===== src/rtl/bus_width_upsizer.sv =====
// Narrow-to-wide stream packer: RATIO input beats (or a packet end) form one output word with lane keep mask.
// Optional idle flush of a partial word is enabled with `define BUS_UPSIZE_FLUSH_EN.
module bus_width_upsizer #(
    parameter int SIZE_IN       = 8,
    parameter int SIZE_OUT      = 32,
    parameter bit LITTLE_ENDIAN = 1'b1,
    parameter int FLUSH_CYCLES  = 16,
    localparam int RATIO        = SIZE_OUT / SIZE_IN
) (
    input  logic                clk,
    input  logic                reset_n,
    output logic                input_ready,
    input  logic                input_valid,
    input  logic [SIZE_IN-1:0]  input_data,
    input  logic                input_last,
    input  logic                output_ready,
    output logic                output_valid,
    output logic [SIZE_OUT-1:0] output_data,
    output logic [RATIO-1:0]    output_keep,
    output logic                output_last
);

    localparam int PW = (RATIO > 1) ? $clog2(RATIO) : 1;
    localparam logic [PW-1:0] FIRST_LANE = LITTLE_ENDIAN ? PW'(0) : PW'(RATIO - 1);
    localparam logic [PW-1:0] LAST_LANE  = LITTLE_ENDIAN ? PW'(RATIO - 1) : PW'(0);

    if ((SIZE_OUT % SIZE_IN) != 0 || RATIO < 2 || FLUSH_CYCLES < 1) begin : g_bad_cfg
        $error("bus_width_upsizer: SIZE_OUT must be a multiple (>=2) of SIZE_IN, FLUSH_CYCLES >= 1");
    end

    typedef enum logic {FILL, PENDING} state_t;

    state_t state, state_next;

    logic [RATIO-1:0][SIZE_IN-1:0] asm_data, word_data;
    logic [RATIO-1:0]              asm_keep, word_keep;
    logic                          asm_last, word_last;
    logic [PW-1:0]                 ptr;

    logic beat, complete, flush_hit, slot_free;
    logic load_word, load_asm, store_pend;

    assign input_ready = (state == FILL);
    assign beat        = input_valid && input_ready;
    assign complete    = beat && ((ptr == LAST_LANE) || input_last);
    assign slot_free   = !output_valid || output_ready;

`ifdef BUS_UPSIZE_FLUSH_EN
    localparam int CW = $clog2(FLUSH_CYCLES + 1);
    logic [CW-1:0] idle_cnt;

    assign flush_hit = (state == FILL) && !beat && (|asm_keep) && (idle_cnt == CW'(FLUSH_CYCLES));

    // Counts only while a partial word is waiting in FILL; any beat restarts the wait.
    always_ff @(posedge clk or negedge reset_n) begin
        if (!reset_n)
            idle_cnt <= '0;
        else if (beat || state != FILL || !(|asm_keep))
            idle_cnt <= '0;
        else if (idle_cnt != CW'(FLUSH_CYCLES))
            idle_cnt <= idle_cnt + CW'(1);
    end
`else
    assign flush_hit = 1'b0;
`endif

    // Word candidate: assembly merged with the beat (if any) of this cycle.
    always_comb begin
        word_data = asm_data;
        word_keep = asm_keep;
        word_last = 1'b0;
        if (beat) begin
            word_data[ptr] = input_data;
            word_keep[ptr] = 1'b1;
            word_last      = input_last;
        end
    end

    always_comb begin
        state_next = state;
        load_word  = 1'b0;
        load_asm   = 1'b0;
        store_pend = 1'b0;
        case (state)
            FILL: begin
                if (complete || flush_hit) begin
                    if (slot_free) begin
                        load_word = 1'b1;
                    end else begin
                        store_pend = 1'b1;
                        state_next = PENDING;
                    end
                end
            end
            PENDING: begin
                // output_valid is always high here, so output_ready means the slot empties this edge.
                if (output_ready) begin
                    load_asm   = 1'b1;
                    state_next = FILL;
                end
            end
            default: state_next = FILL;
        endcase
    end

    always_ff @(posedge clk or negedge reset_n) begin
        if (!reset_n)
            state <= FILL;
        else
            state <= state_next;
    end

    always_ff @(posedge clk or negedge reset_n) begin
        if (!reset_n) begin
            asm_data <= '0;
            asm_keep <= '0;
            asm_last <= 1'b0;
            ptr      <= FIRST_LANE;
        end else if (load_word || load_asm) begin
            asm_data <= '0;
            asm_keep <= '0;
            asm_last <= 1'b0;
            ptr      <= FIRST_LANE;
        end else if (store_pend) begin
            asm_data <= word_data;
            asm_keep <= word_keep;
            asm_last <= word_last;
            ptr      <= FIRST_LANE;
        end else if (beat) begin
            asm_data <= word_data;
            asm_keep <= word_keep;
            ptr      <= LITTLE_ENDIAN ? ptr + PW'(1) : ptr - PW'(1);
        end
    end

    always_ff @(posedge clk or negedge reset_n) begin
        if (!reset_n) begin
            output_valid <= 1'b0;
            output_data  <= '0;
            output_keep  <= '0;
            output_last  <= 1'b0;
        end else if (load_word) begin
            output_valid <= 1'b1;
            output_data  <= word_data;
            output_keep  <= word_keep;
            output_last  <= word_last;
        end else if (load_asm) begin
            output_valid <= 1'b1;
            output_data  <= asm_data;
            output_keep  <= asm_keep;
            output_last  <= asm_last;
        end else if (output_ready) begin
            output_valid <= 1'b0;
        end
    end

endmodule


===== config.mk =====
export PLATFORM = sky130hd
export DESIGN_NAME = bus_width_upsizer
export DESIGN_NICKNAME = d
export VERILOG_FILES = /design/src/rtl/bus_width_upsizer.sv
export SDC_FILE = /design/constraint.sdc
export NUM_CORES = 1
export LEC_CHECK = 0
export CORE_ASPECT_RATIO = 0.6
export CORE_UTILIZATION = 38
export DETAILED_ROUTE_END_ITERATION = 12
export SLEW_MARGIN = 20
export SYNTH_ARGS = -nofsm -noshare
export SYNTH_HDL_FRONTEND = slang
export SYNTH_SLANG_ARGS = --single-unit
export TNS_END_PERCENT = 100

===== constraint.sdc =====
create_clock -name clk -period 2.2 [get_ports clk]
set_input_delay 0.22 -clock clk [delete_from_list [all_inputs] [get_ports clk]]
set_output_delay 0.22 -clock clk [all_outputs]
set_load 0.02 [all_outputs]

=== After elaboration in Yosys (flattened, before gate mapping) ===
Cells that the tools add are included.

* Bits in registers: 78
* Bits of input ports: 13
* Output and inout port bits: 39
* Logic and storage cells: 67

* Add/sub/neg operators: 1
* Order comparisons: 2
* Equality and inequality tests: 1
* Muxes and demuxes: 38
* Bitwise gates (word level): 2
* Reductions and logical operators: 11

{| class="wikitable"
|+ Operators with widths
! kind !! number
|-
| $mux 32 || 6
|-
| $bwmux 32 || 1
|-
| $mux 4 || 6
|-
| $mux 1 || 18
|-
| $demux 8 s2 || 1
|-
| $mux 8 || 1
|-
| $mux 2 || 3
|-
| $reduce_bool 3->1 || 2
|-
| $or 4x4->4 || 1
|-
| $reduce_bool 2->1 || 2
|-
| $logic_and 1x1->1 || 3
|-
| $logic_or 1x1->1 || 3
|-
| $lt 2x3->1 const B || 1
|-
| $add 2x1->2 const B || 1
|-
| $demux 1 s2 || 1
|-
| $eq 2x2->1 const B || 1
|-
| $ge 2x1->1 const B || 1
|-
| $pmux 1 s2 || 1
|-
| $logic_not 1->1 || 1
|-
| $not 1->1 || 1
|}

=== Logic depth before layout (Yosys ltp) ===
Gate-level depths: netlist (run 1).

* Depth after elaboration: 9
* Depth in mapped cells: 8
* Depth with buffers taken out: 6

=== Worst setup path after synthesis (run 1) ===
OpenSTA, ideal clock, no wires.

* Path kind: flip-flop to flip-flop
* Start point: reg ptr[0]
* End point: reg output_keep[0]
* Library setup time: 0.120 ns
* Arrival time: 1.476 ns
* Slack: 0.603 ns
* Stages on the path, launching flop included: 8
* Buffers on the path: 2
* Period minus slack after synthesis: 1.597 ns
* Cells stage by stage: dfrtp_1 > ha_1 > o21a_1 > o22a_1 > buf_2 > buf_4 > o21ai_0 > nand2_1

* Longest elaborated chain between the ends: 7

{| class="wikitable"
|+ Ends and longest elaborated chain
! element !! RTL line !! source
|-
| from (decl) || 38 || <nowiki>logic [PW-1:0] ptr;</nowiki>
|-
| from (signal assigned) || 132 || <nowiki>ptr <= LITTLE_ENDIAN ? ptr + PW'(1) : ptr - PW'(1);</nowiki>
|-
| $lt 2x3->1 (implied by the code) or $ge 2x1->1 (tied branches) || 74 || <nowiki>word_keep[ptr] = 1'b1;</nowiki>
|-
| $logic_and 1x1->1 (implied by the code) || 74 ||
|-
| $mux 1 (implied by the code) || 74 ||
|-
| $demux 1 s2 || 74 ||
|-
| $or 4x4->4 (no source line) || -- ||
|-
| $mux 4 || 72 || <nowiki>if (beat) begin</nowiki>
|-
| $mux 4 || 142 || <nowiki>end else if (load_word) begin</nowiki>
|-
| to (signal assigned) || 145 || <nowiki>output_keep <= word_keep;</nowiki>
|-
| to (signal assigned) || 150 || <nowiki>output_keep <= asm_keep;</nowiki>
|-
| to (decl) || 19 || <nowiki>output logic [RATIO-1:0] output_keep,</nowiki>
|}

Several ways; a longest one is shown, not always the timed one.
A chain may end at the register's enable or synchronous reset.

=== Worst setup path in the final report (run 1) ===
* Start point: reg state
* End point: out input_ready

* Longest elaborated chain between the ends: 1

{| class="wikitable"
|+ Ends and longest elaborated chain
! element !! RTL line !! source
|-
| from (decl) || 33 || <nowiki>state_t state, state_next;</nowiki>
|-
| from (signal assigned) || 110 || <nowiki>state <= state_next;</nowiki>
|-
| $not 1->1 || -- ||
|-
| to (decl) || 12 || <nowiki>output logic input_ready,</nowiki>
|}

No other way between the ends.

==> reports/summary.txt, run 1 <==
========================================================================================
Placer's final routability congestion estimate ............................       0.7291
Sequential element share of the synthesized area ..........................       0.5374
Vias per Instance .........................................................        4.783
Worst reg2reg path startpoint .............................................       ptr[0]
Total inserted antenna cells ..............................................            0
Clock Sinks ...............................................................           78
Peak supply drop ..........................................................    0.4437 mV
Vias post-DR ..............................................................         2425
First-iteration detailed-routing DRC count ................................          125
CTS tree ..................................................................          yes
Capturing point of the worst reg2reg path ................................. output_data[21]
Final period demand of the worst path .....................................     1.871 ns
Area share of the largest cell type after synthesis .......................       0.5374
Outcome ................................................................... complete, no violations
Required @ worst endpoint .................................................      1.98 ns
Area used by multi-input combinational logic ..............................     1430 µm²
Maximum number of pins on one net before global-route repair ..............           79
Number of standard cells in the layout, taps in and fillers out ...........          507
Standard cell core area ...................................................     9223 µm²
Static Leakage ............................................................     2.148 nW
Quantity of I/O buffers inserted on ports .................................           51
DRC violations left .......................................................            0
Post-placement setup slack ................................................   0.09955 ns
Total wire length after detailed routing ..................................     7.691 mm
Crit share post-route .....................................................       0.8505
Min-Delay Path Class ......................................................     in2async
Primary flip-flop cell chosen by synthesis mapping ........................ sky130_fd_sc_hd__dfrtp_1
Flop-to-flop setup slack ..................................................      0.34 ns
Register Area .............................................................     1952 µm²
Fraction of layout cells with a size suffix above 1 .......................      0.09549
Total cell area at the placement stage ....................................     4225 µm²
Root buffer selected by CTS ............................................... sky130_fd_sc_hd__clkbuf_16
Final standard cell area without fillers ..................................     4504 µm²
Number of library cell types mapped by synthesis ..........................           29
DRT Pass-1 Iters ..........................................................            5
Mapped cell area ..........................................................     3632 µm²
Synthesis warning total ...................................................            0
Proportion of synthesized flip-flops having asynchronous set or reset .....        1.000
Depth of the CTS H-tree ...................................................            3
Core utilization of the finished layout ...................................       0.4884
Slew of the pin with the lowest slew margin ...............................    0.5017 ns
Setup TNS .................................................................         0 ns
Number of antenna violations at the first check in global routing .........            0
# rows ....................................................................           27
Synthesis-to-finish area growth ...........................................       24.01%
Number of enable-type register cells in the synthesized netlist ...........            0
Final #Nets ...............................................................          390
Initial Util ..............................................................       0.3938
Worst clock skew ..........................................................  0.003460 ns
Reg clk slew, reported paths ..............................................      0.05 ns
Instance count after placement with tap cells included ....................          491
Flops & latches, synth ....................................................           78
Category of the most critical setup path ..................................      reg2out
Fmax ......................................................................    534.4 MHz
Area contributors post-synth .............................................. sky130_fd_sc_hd__dfrtp_1 (54%), sky130_fd_sc_hd__mux2i_1 (18%), sky130_fd_sc_hd__o21ai_1 (4.4%)
Endpoint arrival time on the critical path ................................      1.65 ns
Clock latency on the worst-skew pair ......................................      0.33 ns
Worst Reg-to-Reg Cells ....................................................            6
Areal power density over the cells ........................................  1156 nW/µm²
Total power of the final layout ...........................................     5.207 mW
Wire length per cell ......................................................     15.17 µm
Fillers ...................................................................          867
Number of slew-limit violations in the final report .......................            0
Total nets after synthesis ................................................          343
Global-route congestion overflow total ....................................            0
Total half-perimeter wirelength after legalization and detailed placement .     5.152 mm
Worst slew margin relative to its limit ...................................       0.6645
Critical Path Sink Type ...................................................  output port
Mean instance size in the synthesized netlist .............................    11.14 µm²
Commonest cells in the synthesized netlist ................................ sky130_fd_sc_hd__dfrtp_1 (78), sky130_fd_sc_hd__mux2i_1 (65), sky130_fd_sc_hd__nand2_1 (41), sky130_fd_sc_hd__nor2_1 (36), sky130_fd_sc_hd__o21ai_1 (32)
Number of buffers between clock root and the deepest sink .................            2
Number of global-route vias before repair .................................         2306
GR Util All Layers ........................................................       0.1716
Final worst slack .........................................................    0.3289 ns
Die outline area ..........................................................     9966 µm²
RSZ-0062 raised after global routing ......................................        false
Library cell occupying the most area in the post-synthesis netlist ........ sky130_fd_sc_hd__dfrtp_1
Final hold slack ..........................................................    0.4375 ns
Die Ht ....................................................................     77.73 µm
IO Pins ...................................................................           52
Setup violations, final ...................................................            0
Number of buffers inserted during clock tree synthesis ....................            9
Wire length of the first global-routing pass ..............................     12.59 mm
Peak fanout along the critical path .......................................           11
Buffer count from post-CTS setup fixing ...................................            0
Cells after Synth .........................................................          326
Number of max-cap violations ..............................................            0
Critical Path Start Type ..................................................     register
Top-count cell post-synth ................................................. sky130_fd_sc_hd__dfrtp_1
Hold Violations, Final ....................................................            0
Antenna Nets Post-Route ...................................................            0
Die width .................................................................     128.2 µm
========================================================================================
## critical path: stages (launching register included)
cell,delay (ns)
sky130_fd_sc_hd__dfrtp_1,0.52
sky130_fd_sc_hd__inv_1,0.18
sky130_fd_sc_hd__clkdlybuf4s50_1,0.62
## cells by family (layout without fill, tap and decap cells)
family / count (synthesis) / in the layout / share of synthesized area
buffers and inverters: 38 / 89 / 0.07096
multiplexers: 65 / 65 / 0.1791
AO/OA/AOI/OAI: 50 / 50 / 0.07647
flip-flops: 78 / 78 / 0.5374
adder cells (fa/ha/maj): 4 / 4 / 0.01378
AND/OR/NAND/NOR: 91 / 91 / 0.1223
## worst max path at each step
| stage | startpoint | endpoint |
|---|---|---|
| final | state | input_ready |
| after global routing | state | input_ready |
| after CTS | state | input_ready |
| after detailed placement | input_valid | output_data[4] |
| after global placement | input_valid | output_data[0] |
| after floorplan | ptr[0] | output_keep[0] |
## placed cells by master (no fill, tap or decap)
cell type | Yosys | final
sky130_fd_sc_hd__dfrtp_1 | 78 | 78
sky130_fd_sc_hd__mux2i_1 | 65 | 65
sky130_fd_sc_hd__clkdlybuf4s50_1 | 0 | 50
sky130_fd_sc_hd__nand2_1 | 41 | 41
sky130_fd_sc_hd__nor2_1 | 36 | 36
sky130_fd_sc_hd__o21ai_1 | 32 | 32
sky130_fd_sc_hd__buf_4 | 12 | 12
sky130_fd_sc_hd__clkbuf_16 | 0 | 9
sky130_fd_sc_hd__inv_1 | 8 | 8
sky130_fd_sc_hd__o21ai_0 | 6 | 6
sky130_fd_sc_hd__a21oi_1 | 5 | 5
sky130_fd_sc_hd__ha_1 | 4 | 4
sky130_fd_sc_hd__nand3b_4 | 3 | 3
sky130_fd_sc_hd__nor3_2 | 3 | 3
sky130_fd_sc_hd__clkbuf_1 | 2 | 3
sky130_fd_sc_hd__buf_12 | 0 | 3
sky130_fd_sc_hd__o21a_1 | 2 | 2
sky130_fd_sc_hd__nand3_1 | 2 | 2
sky130_fd_sc_hd__clkbuf_8 | 0 | 2
sky130_fd_sc_hd__o22ai_4 | 0 | 1
sky130_fd_sc_hd__nor2b_1 | 1 | 1
sky130_fd_sc_hd__o22a_1 | 1 | 1
sky130_fd_sc_hd__nand3b_2 | 1 | 1
sky130_fd_sc_hd__nand4_1 | 1 | 1
sky130_fd_sc_hd__a22o_1 | 1 | 1
sky130_fd_sc_hd__or2_1 | 1 | 1
sky130_fd_sc_hd__nor2_8 | 1 | 1
sky130_fd_sc_hd__o221ai_1 | 1 | 1
sky130_fd_sc_hd__nor3_1 | 1 | 1
sky130_fd_sc_hd__o2bb2ai_1 | 1 | 1
sky130_fd_sc_hd__clkinv_2 | 0 | 1
sky130_fd_sc_hd__dlygate4sd3_1 | 0 | 1
## final cells by class
cell class / instances / area share
multi-input cells: 210 / 0.3175
well taps: 130 / 0.03611
clock buffers: 14 / 0.05861
inverters: 8 / 0.006667
repair buffers: 66 / 0.1467
clock inverters: 1 / 0.001111
flip-flops and latches: 78 / 0.4333
## where the power goes
group | internal [mW] | switching, mW
clock network | 0.818 | 0.536
registers | 1.85 | 0.244
logic | 0.822 | 0.935
total | 3.49 | 1.72
## state kept, by name, summed over array words and instances (netlist names)
register,count
asm_data,32
asm_keep,4
asm_last,1
output_data,32
output_keep,4
output_last,1
output_valid,1
ptr,2
state,1
## metal layers
metal / part of all wire / global-route usage
met1: 0.52 / 0.2572
met2: 0.41 / 0.2249
met3: 0.056 / 0.06621
met4: 0.0082 / 0.04588
met5: 0 / 0
## repair_timing
item,4_1_cts,5_1_grt
hold buffers,1,0
gates resized for setup,0,0
endpoints found under the setup margin,0,0
endpoints found under the hold margin,78,0
(Power assumes the default switching activity.)
==> inputs of run 2 (changes only) <==
--- a/config.mk
+++ b/config.mk
@@ -8,7 +8,6 @@
 export CORE_ASPECT_RATIO = 0.6
 export CORE_UTILIZATION = 38
 export DETAILED_ROUTE_END_ITERATION = 12
-export SLEW_MARGIN = 20
 export SYNTH_ARGS = -nofsm -noshare
 export SYNTH_HDL_FRONTEND = slang
 export SYNTH_SLANG_ARGS = --single-unit
==> results of run 2 <==
The final DEF is identical to that of run 1; final timing and power are the same.
